===== config.mk =====
export PLATFORM = sky130hd
export DESIGN_NAME = alu_multicycle_unit
export DESIGN_NICKNAME = d
export VERILOG_FILES = /design/src/rtl/alu_multicycle_unit.sv
export SDC_FILE = /design/constraint.sdc
export NUM_CORES = 1
export LEC_CHECK = 0
export CAP_MARGIN = 15
export CORE_UTILIZATION = 45
export CTS_CLUSTER_SIZE = 8
export DETAILED_ROUTE_END_ITERATION = 12
export GPL_ROUTABILITY_DRIVEN = 0
export SLEW_MARGIN = 20
export SYNTH_ARGS = -nofsm -noshare
export SYNTH_HDL_FRONTEND = slang
export SYNTH_SLANG_ARGS = --single-unit

===== constraint.sdc =====
create_clock -name clk -period 6.2 [get_ports clk]
set_clock_uncertainty 0.2 [all_clocks]
set_input_delay 1.86 -clock clk [delete_from_list [all_inputs] [get_ports clk]]
set_output_delay 1.86 -clock clk [all_outputs]
set_load 0.05 [all_outputs]

===== src/rtl/alu_multicycle_unit.sv =====
`default_nettype none
// ---------------------------------------------------------------------------
// alu_multicycle_unit : ALUOp/Func decode with single-cycle logic/add/sub/slt
// and iterative unsigned mult/div/mod. Optional ovf port: ALU_MULTICYCLE_OVF_EN.
// Revision: 1.0
// ---------------------------------------------------------------------------
module alu_multicycle_unit #(
   parameter int WIDTH = 32,
   parameter int CNT_W = 6
) (
   input  logic             clk,
   input  logic             rst,
   input  logic             start,
   input  logic [3:0]       alu_op,
   input  logic [5:0]       func,
   input  logic [WIDTH-1:0] op_a,
   input  logic [WIDTH-1:0] op_b,
   output logic             busy,
   output logic             done,
   output logic [WIDTH-1:0] result_lo,
   output logic [WIDTH-1:0] result_hi,
   output logic             div_zero
`ifdef ALU_MULTICYCLE_OVF_EN
   ,
   output logic             ovf
`endif
);

   typedef enum logic [1:0] {S_IDLE = 2'd0, S_RUN = 2'd1, S_FIN = 2'd2} state_t;
   typedef enum logic [3:0] {
      OP_ADD = 4'd0, OP_SUB = 4'd1, OP_AND = 4'd2, OP_OR  = 4'd3, OP_XOR = 4'd4,
      OP_SLT = 4'd5, OP_MUL = 4'd6, OP_DIV = 4'd7, OP_MOD = 4'd8
   } op_t;

   localparam logic [CNT_W-1:0] c_LAST = CNT_W'(WIDTH - 1);

   state_t           r_state, w_next_state;
   op_t              w_op, r_op;
   logic [CNT_W-1:0] r_cnt;
   logic [WIDTH-1:0] r_hi, r_lo, r_b;
   logic [WIDTH-1:0] r_res_lo, r_res_hi;
   logic             r_done, r_div_zero;

   logic             w_accept, w_iter, w_div0, w_go_run, w_last;
   logic [WIDTH-1:0] w_sum, w_dif, w_s_lo, w_s_hi;
   logic [WIDTH:0]   w_madd, w_shift;
   logic [WIDTH-1:0] w_rsub;
   logic             w_ge;
   logic [WIDTH-1:0] w_step_hi, w_step_lo, w_fin_hi, w_fin_lo;

   always_comb begin
      w_op = OP_ADD;
      if (alu_op == 4'd8) begin
         case (func)
            6'h02:   w_op = OP_SUB;
            6'h08:   w_op = OP_MUL;
            6'h1A:   w_op = OP_DIV;
            6'h04:   w_op = OP_AND;
            6'h05:   w_op = OP_OR;
            6'h06:   w_op = OP_XOR;
            6'h2A:   w_op = OP_SLT;
            6'h07:   w_op = OP_MOD;
            default: w_op = OP_ADD;
         endcase
      end else begin
         case (alu_op)
            4'd1:    w_op = OP_SUB;
            4'd2:    w_op = OP_AND;
            4'd3:    w_op = OP_OR;
            4'd4:    w_op = OP_XOR;
            4'd5:    w_op = OP_SLT;
            default: w_op = OP_ADD;
         endcase
      end
   end

   assign w_accept = start && (r_state != S_RUN);
   assign w_iter   = (w_op == OP_MUL) || (w_op == OP_DIV) || (w_op == OP_MOD);
   assign w_div0   = ((w_op == OP_DIV) || (w_op == OP_MOD)) && (op_b == '0);
   assign w_go_run = w_accept && w_iter && !w_div0;
   assign w_last   = (r_cnt == c_LAST);
   assign w_sum    = op_a + op_b;
   assign w_dif    = op_a - op_b;

   // Divide-by-zero results are produced here; mult never takes this path.
   always_comb begin
      w_s_lo = '0;
      w_s_hi = '0;
      case (w_op)
         OP_SUB:  w_s_lo = w_dif;
         OP_AND:  w_s_lo = op_a & op_b;
         OP_OR:   w_s_lo = op_a | op_b;
         OP_XOR:  w_s_lo = op_a ^ op_b;
         OP_SLT:  w_s_lo = {{(WIDTH-1){1'b0}}, ($signed(op_a) < $signed(op_b))};
         OP_MUL:  w_s_lo = '0;
         OP_DIV:  begin w_s_lo = '1; w_s_hi = op_a; end
         OP_MOD:  w_s_lo = op_a;
         default: w_s_lo = w_sum;
      endcase
   end

   // Iteration datapath: {r_hi,r_lo} is the product/multiplier pair for mult,
   // and the partial remainder/shifting quotient pair for div/mod.
   assign w_madd  = {1'b0, r_hi} + (r_lo[0] ? {1'b0, r_b} : '0);
   assign w_shift = {r_hi, r_lo[WIDTH-1]};
   assign w_ge    = (w_shift >= {1'b0, r_b});
   assign w_rsub  = w_shift[WIDTH-1:0] - r_b;

   always_comb begin
      w_step_hi = w_ge ? w_rsub : w_shift[WIDTH-1:0];
      w_step_lo = {r_lo[WIDTH-2:0], w_ge};
      w_fin_hi  = w_step_hi;
      w_fin_lo  = w_step_lo;
      if (r_op == OP_MUL) begin
         w_step_hi = w_madd[WIDTH:1];
         w_step_lo = {w_madd[0], r_lo[WIDTH-1:1]};
         w_fin_hi  = w_step_hi;
         w_fin_lo  = w_step_lo;
      end else if (r_op == OP_MOD) begin
         w_fin_hi  = '0;
         w_fin_lo  = w_step_hi;
      end
   end

   always_comb begin
      w_next_state = r_state;
      case (r_state)
         S_IDLE, S_FIN: w_next_state = w_go_run ? S_RUN : S_IDLE;
         S_RUN:         if (w_last) w_next_state = S_FIN;
         default:       w_next_state = S_IDLE;
      endcase
   end

   always_ff @(posedge clk) begin
      if (rst) begin
         r_state    <= S_IDLE;
         r_op       <= OP_ADD;
         r_cnt      <= '0;
         r_hi       <= '0;
         r_lo       <= '0;
         r_b        <= '0;
         r_res_lo   <= '0;
         r_res_hi   <= '0;
         r_done     <= 1'b0;
         r_div_zero <= 1'b0;
      end else begin
         r_state <= w_next_state;
         r_done  <= 1'b0;
         if (w_accept) begin
            r_div_zero <= w_div0;
            if (w_go_run) begin
               r_op  <= w_op;
               r_cnt <= '0;
               r_hi  <= '0;
               r_lo  <= (w_op == OP_MUL) ? op_b : op_a;
               r_b   <= (w_op == OP_MUL) ? op_a : op_b;
            end else begin
               r_done   <= 1'b1;
               r_res_lo <= w_s_lo;
               r_res_hi <= w_s_hi;
            end
         end else if (r_state == S_RUN) begin
            r_cnt <= r_cnt + 1'b1;
            r_hi  <= w_step_hi;
            r_lo  <= w_step_lo;
            if (w_last) begin
               r_done   <= 1'b1;
               r_res_lo <= w_fin_lo;
               r_res_hi <= w_fin_hi;
            end
         end
      end
   end

   assign busy      = (r_state == S_RUN);
   assign done      = r_done;
   assign result_lo = r_res_lo;
   assign result_hi = r_res_hi;
   assign div_zero  = r_div_zero;

`ifdef ALU_MULTICYCLE_OVF_EN
   logic r_ovf, w_ovf;

   always_comb begin
      w_ovf = 1'b0;
      if (w_op == OP_ADD)
         w_ovf = (op_a[WIDTH-1] == op_b[WIDTH-1]) && (w_sum[WIDTH-1] != op_a[WIDTH-1]);
      else if (w_op == OP_SUB)
         w_ovf = (op_a[WIDTH-1] != op_b[WIDTH-1]) && (w_dif[WIDTH-1] != op_a[WIDTH-1]);
   end

   always_ff @(posedge clk) begin
      if (rst)           r_ovf <= 1'b0;
      else if (w_accept) r_ovf <= w_ovf;
   end

   assign ovf = r_ovf;
`endif

endmodule
`default_nettype wire


==> Word level (Yosys, flattened, before mapping) <==
Index checks and enable logic that the tools add are counted.
{ "classes": {"n_addsub": 5, "mul": 0, "div": 0, "order_cmp": 2, "eq_ne": 31, "shift": 0, "n_mux": 39, "bitwise_logic": 3, "reduce_logical": 16} }
{ "ops": {"columns": ["op", "count"], "rows": [
  ["$mux 32", 25],
  ["$pmux 32 s8", 1],
  ["$sub 32x32->32", 2],
  ["$add 32x32->33", 1],
  ["$ge 33x32->1", 1],
  ["$add 32x32->32", 1],
  ["$and 32x32->32", 1],
  ["$logic_not 32->1", 1],
  ["$lt 32x32->1", 1],
  ["$or 32x32->32", 1],
  ["$pmux 4 s8", 1],
  ["$xor 32x32->32", 1],
  ["$eq 4x3->1 const B", 7],
  ["$eq 6x3->1 const B", 4],
  ["$mux 6", 3],
  ["$eq 4x2->1 const B", 4],
  ["$pmux 3 s5", 1],
  ["$eq 4x4->1 const B", 3],
  ["$eq 6x5->1 const B", 2],
  ["$eq 4x1->1 const B", 2],
  ["$add 6x1->6 const B", 1],
  ["$eq 6x2->1 const B", 1],
  ["$eq 6x4->1 const B", 1],
  ["$eq 6x6->1 const B", 1],
  ["other kinds (16)", 29]
]} }
{ "word_totals": {"ff_bits": 174, "latchBits": 0, "ramBits": 0, "rom_bits": 0, "input_bits": 77, "output_inout_bits": 67, "wordCells": 106, "memories": 0} }

==> Logic depth before layout (Yosys ltp) <==
{ "depth": {"depth_word": 10, "depth_mapped": 15, "mapped_depth_nobuf": 14} }

==> Least setup slack after synthesis <==
Ideal clock, no wire load.
{ "synth_timing": {"kind": "in2reg", "startpoint": "input port op_a[1]", "endpoint": "register r_res_lo[25] (netlist: result_lo[25])", "setup_ns": 0.142, "t_arrival_ns": 4.495, "required_ns": 5.858, "setup_slack_ns": 1.363, "cell_stages": 12, "n_path_buf": 0, "path_cell_list": "inv_1 > ha_1 > a211oi_1 > o211ai_1 > a221oi_1 > o22ai_1 > a211o_1 > a21o_1 > a2111o_1 > a31oi_1 > a31o_2 > a2111oi_1"} }
{ "synth_via": {"elab_chain_len": 4, "word_cells_on_any_way": 5, "classes_between": "2 x add/sub; 3 x mux"} }
{ "synth_rtl": {"columns": ["element", "line", "text"], "rows": [
  ["start, declared", "16", "input logic [WIDTH-1:0] op_a,"],
  ["$add 32x32->32 / $sub 32x32->32 (equally long branches)", "82, 83", null],
  ["$pmux 32 s8 *", "89", "case (w_op)"],
  ["$mux 32 *", "151", "if (w_go_run) begin"],
  ["$mux 32 *", "149", "if (w_accept) begin"],
  ["end signal, assigned", "159", "r_res_lo <= w_s_lo;"],
  ["end signal, assigned", "168", "r_res_lo <= w_fin_lo;"],
  ["end, declared", "41", "logic [WIDTH-1:0] r_res_lo, r_res_hi;"]
]} }
Mark *: on every way between the ends. The rest lies on a longest branch, timed or not. The select of a mux whose other input is x is not followed.
A chain may end at the register's enable or synchronous reset.

==> Final worst setup path <==
{ "layout_timing": {"startpoint": "input port op_a[0]", "endpoint": "register r_res_lo[12] (netlist: result_lo[12])"} }
Same word-level chain as after synthesis.

==> results.cfg <==
[worst_setup_path]
worst_ep_required_time_ps = 6300
crit_top_cell = o31ai_1
crit_slowest_cell = o31ai_1
r2r_end = result_hi[31]
rr_worst_depth = 15
cp_cell_sequence = clkdlybuf4s50_1 > buf_4 > inv_1 > ha_1 > fa_1 > nor2_1 > o311a_1 > nor3_1 > o31ai_1 > a21boi_0 > o31ai_1 > nor3_1 > o31ai_1 > a311oi_1
rrSetupSlack_ps = 1350
start_kind = primary input
max_stage_delay_ps = 550
cp-end-kind = register
r2r-start = r_lo[0]
cp_num_buf_inv = 3
path_class = in2reg
critical_path.max_fanout = 5
critical_path_arrival_ps = 5670
crit_family = compound AO/OA/AOI/OAI gates

[layout]
multi_input_area_mm2 = 0.0134
area_growth_pct = 15.6
diodes = 0
fin_util_pct = 52.7
drive_gt1_share_pct = 6.68
final_nets = 2881
regArea_mm2 = 0.00348
fillers = 3945
design_area_mm2 = 0.0209

[synthesis]
async_flop_share_pct = 0
seq_area_frac_synth_pct = 19.3
syn_area_per_cell_um2 = 7.10
synth_seq_cells = 174
yosys.cell_types.count = 89
syn_inst = 2546
syn_nets = 2789
synth_area_mm2 = 0.0181
ys_warn_count = 0
synth_edf_count = 0
ys.flop_type = dfxtp_1

[floorplanning]
num_io_pins = 144
rows = 73
die-width_um = 202
start_util_pct = 45.6
core-area_mm2 = 0.0396
dieArea_mm2 = 0.0410
die_h_um = 202

[power_and_ir_drop]
powerDensity_mw_per_mm2 = 162
p_leak_nw = 8.50
ir_worst_vdd_v = 0.000140
total_power_mw = 3.38

[timing]
worst_slew_pin_slew_ps = 1140
slew_headroom_pct = 21.7
min_period_ps = 5570
drv_slew = 0
max_freq_ghz = 0.180
hold_viol = 0
setup-violations-final = 0
period_share_pct = 89.8
rsz0062_at_grt = false
fin_tns_setup_ps = 0

[global_routing]
top_usage_layer = met2
grt_overflow = 0
antenna_found_initial = 1
track_usage_pct = 36.3
grt_pass1_vias = 18900
use_met1_pct = 50.1
grt_max_degree = 83
grtUsageMet3_pct = 7.95
grt_pass1_wl_mm = 115
use_met2_pct = 54.2

[clock_network]
clockBufferDepth = 2
numCtsBuffers = 17
post-cts-setup-buffers = 0
cts_sinks = 174
clock_latency_ps = 460
post_cts_resize_count = 0
cts-root-buf = clkbuf_16
cts_tree = done
cts-htree-levels = 4
clk_pin_slew_worst_paths_ps = 80
holdBufCountCts = 0

[drt]
routedWlPerCell_um = 24.2
route.vias.total = 20800
ant_nets = 0
viasPerCell = 6.55
post-route-drc-count = 0
drtIter0Drc = 2933
drtPass1Iterations = 8
totalWireLength_mm = 76.9

[placement]
placedInstanceArea_mm2 = 0.0203
dp_hpwl_mm = 58.8
port-buffer-count = 143

[min_path]
hold_end = result_hi[12]
hold_path.startpoint = result_hi[12]
hp-class = reg2reg
hold_depth = 2

[outcome]
outcome = completed

[run]
maxCapViolCount = 0
worst max-delay path by stage:
stage            start             to  cells past startpoint
3_3_place_gp   op_a[0]  result_lo[12]                     14
6_report       op_a[0]  result_lo[12]                     14
3_5_place_dp   op_a[0]  result_lo[12]                     14
4_1_cts        op_a[0]  result_lo[12]                     14
2_1_floorplan  op_a[1]  result_lo[25]                     12
5_1_grt        op_a[9]  result_lo[19]                     14
tightest hold or removal path: cells and delay by family (launching register included):
kind / cells / cell delay (ps)
and+or+nand+nor: 2 / 140
DFF: 1 / 310
cell families after synthesis:
logic type	Yosys count	share of synthesized area, %
AOI/OAI and AO/OA	877	32.6
and+or+nand+nor	868	22.2
buffers and inverters	321	7.11
DFF	174	19.3
adders and majority gates	166	11.6
xor gates and xnor gates	84	4.07
muxes	56	3.11
final cells by class:
class | instances | area share (%)
timing repair buffer | 244 | 10.7
tap | 525 | 3.14
sequential | 174 | 16.7
multi-input combinational | 2051 | 64.1
clock inverter | 15 | 0.712
clock buffer | 17 | 2.03
inverter | 150 | 2.69
synthesized netlist by cell type, types with 40 or more instances:
master / n / area share, %
inv_1: 150 / 3.1
nand3_1: 53 / 1.5
nor2_1: 304 / 6.3
mux2i_1: 55 / 3.0
nor3_1: 67 / 1.9
a221oi_1: 55 / 2.7
a21oi_1: 263 / 7.3
a21o_1: 41 / 1.7
nand2_1: 239 / 5.0
a211oi_1: 50 / 2.1
o21ai_0: 134 / 3.7
dfxtp_1: 174 / 19
xnor2_1: 57 / 2.8
clkbuf_1: 122 / 2.5
a311oi_1: 40 / 1.9
ha_1: 162 / 11
and2_1: 41 / 1.4
power breakdown:
group	switching (mW)	leakage [nW]	internal [mW]
combinational	0.719	6.80	0.389
sequential	0.0264	1.41	1.15
clock	0.564	0.282	0.537
metal layers:
| layer | share of wire, % | vias up | routed length (um) |
|---|---|---|---|
| met4 | 4.4 | 0 | 3390 |
| met3 | 12 | 208 | 9150 |
| met5 | 0 | - | 0 |
| li1 | - | 9493 | - |
| met1 | 42 | 9722 | 32100 |
| met2 | 42 | 1364 | 32200 |
cells in the final DEF, fill, tap and decap left out, types with 67 or more instances in the layout:
cell,netlist,final
nand2_1,239,238
dfxtp_1,174,174
inv_1,150,150
a21oi_1,263,263
nor3_1,67,67
clkdlybuf4s50_1,0,142
ha_1,162,162
o21ai_0,134,134
nor2_1,304,303
buf_4,6,98
flip-flops by register name (all words and copies together) (netlist names):
register   flops
div_zero       1
done           1
r_b           32
r_cnt          6
r_hi          32
r_lo          32
r_op           4
r_state        2
result_hi     32
result_lo     32
stage by stage:
step                      hold slack, ps  instances  setup slack [ps]
after floorplan                      265       2546              1360
after global placement               277       3144               383
after detailed placement             278       3144               329
after CTS                            292       3176               807
after global routing                 312       3176               472
final                                290       3176               630
No activity file was read; power rests on OpenSTA's default activity.
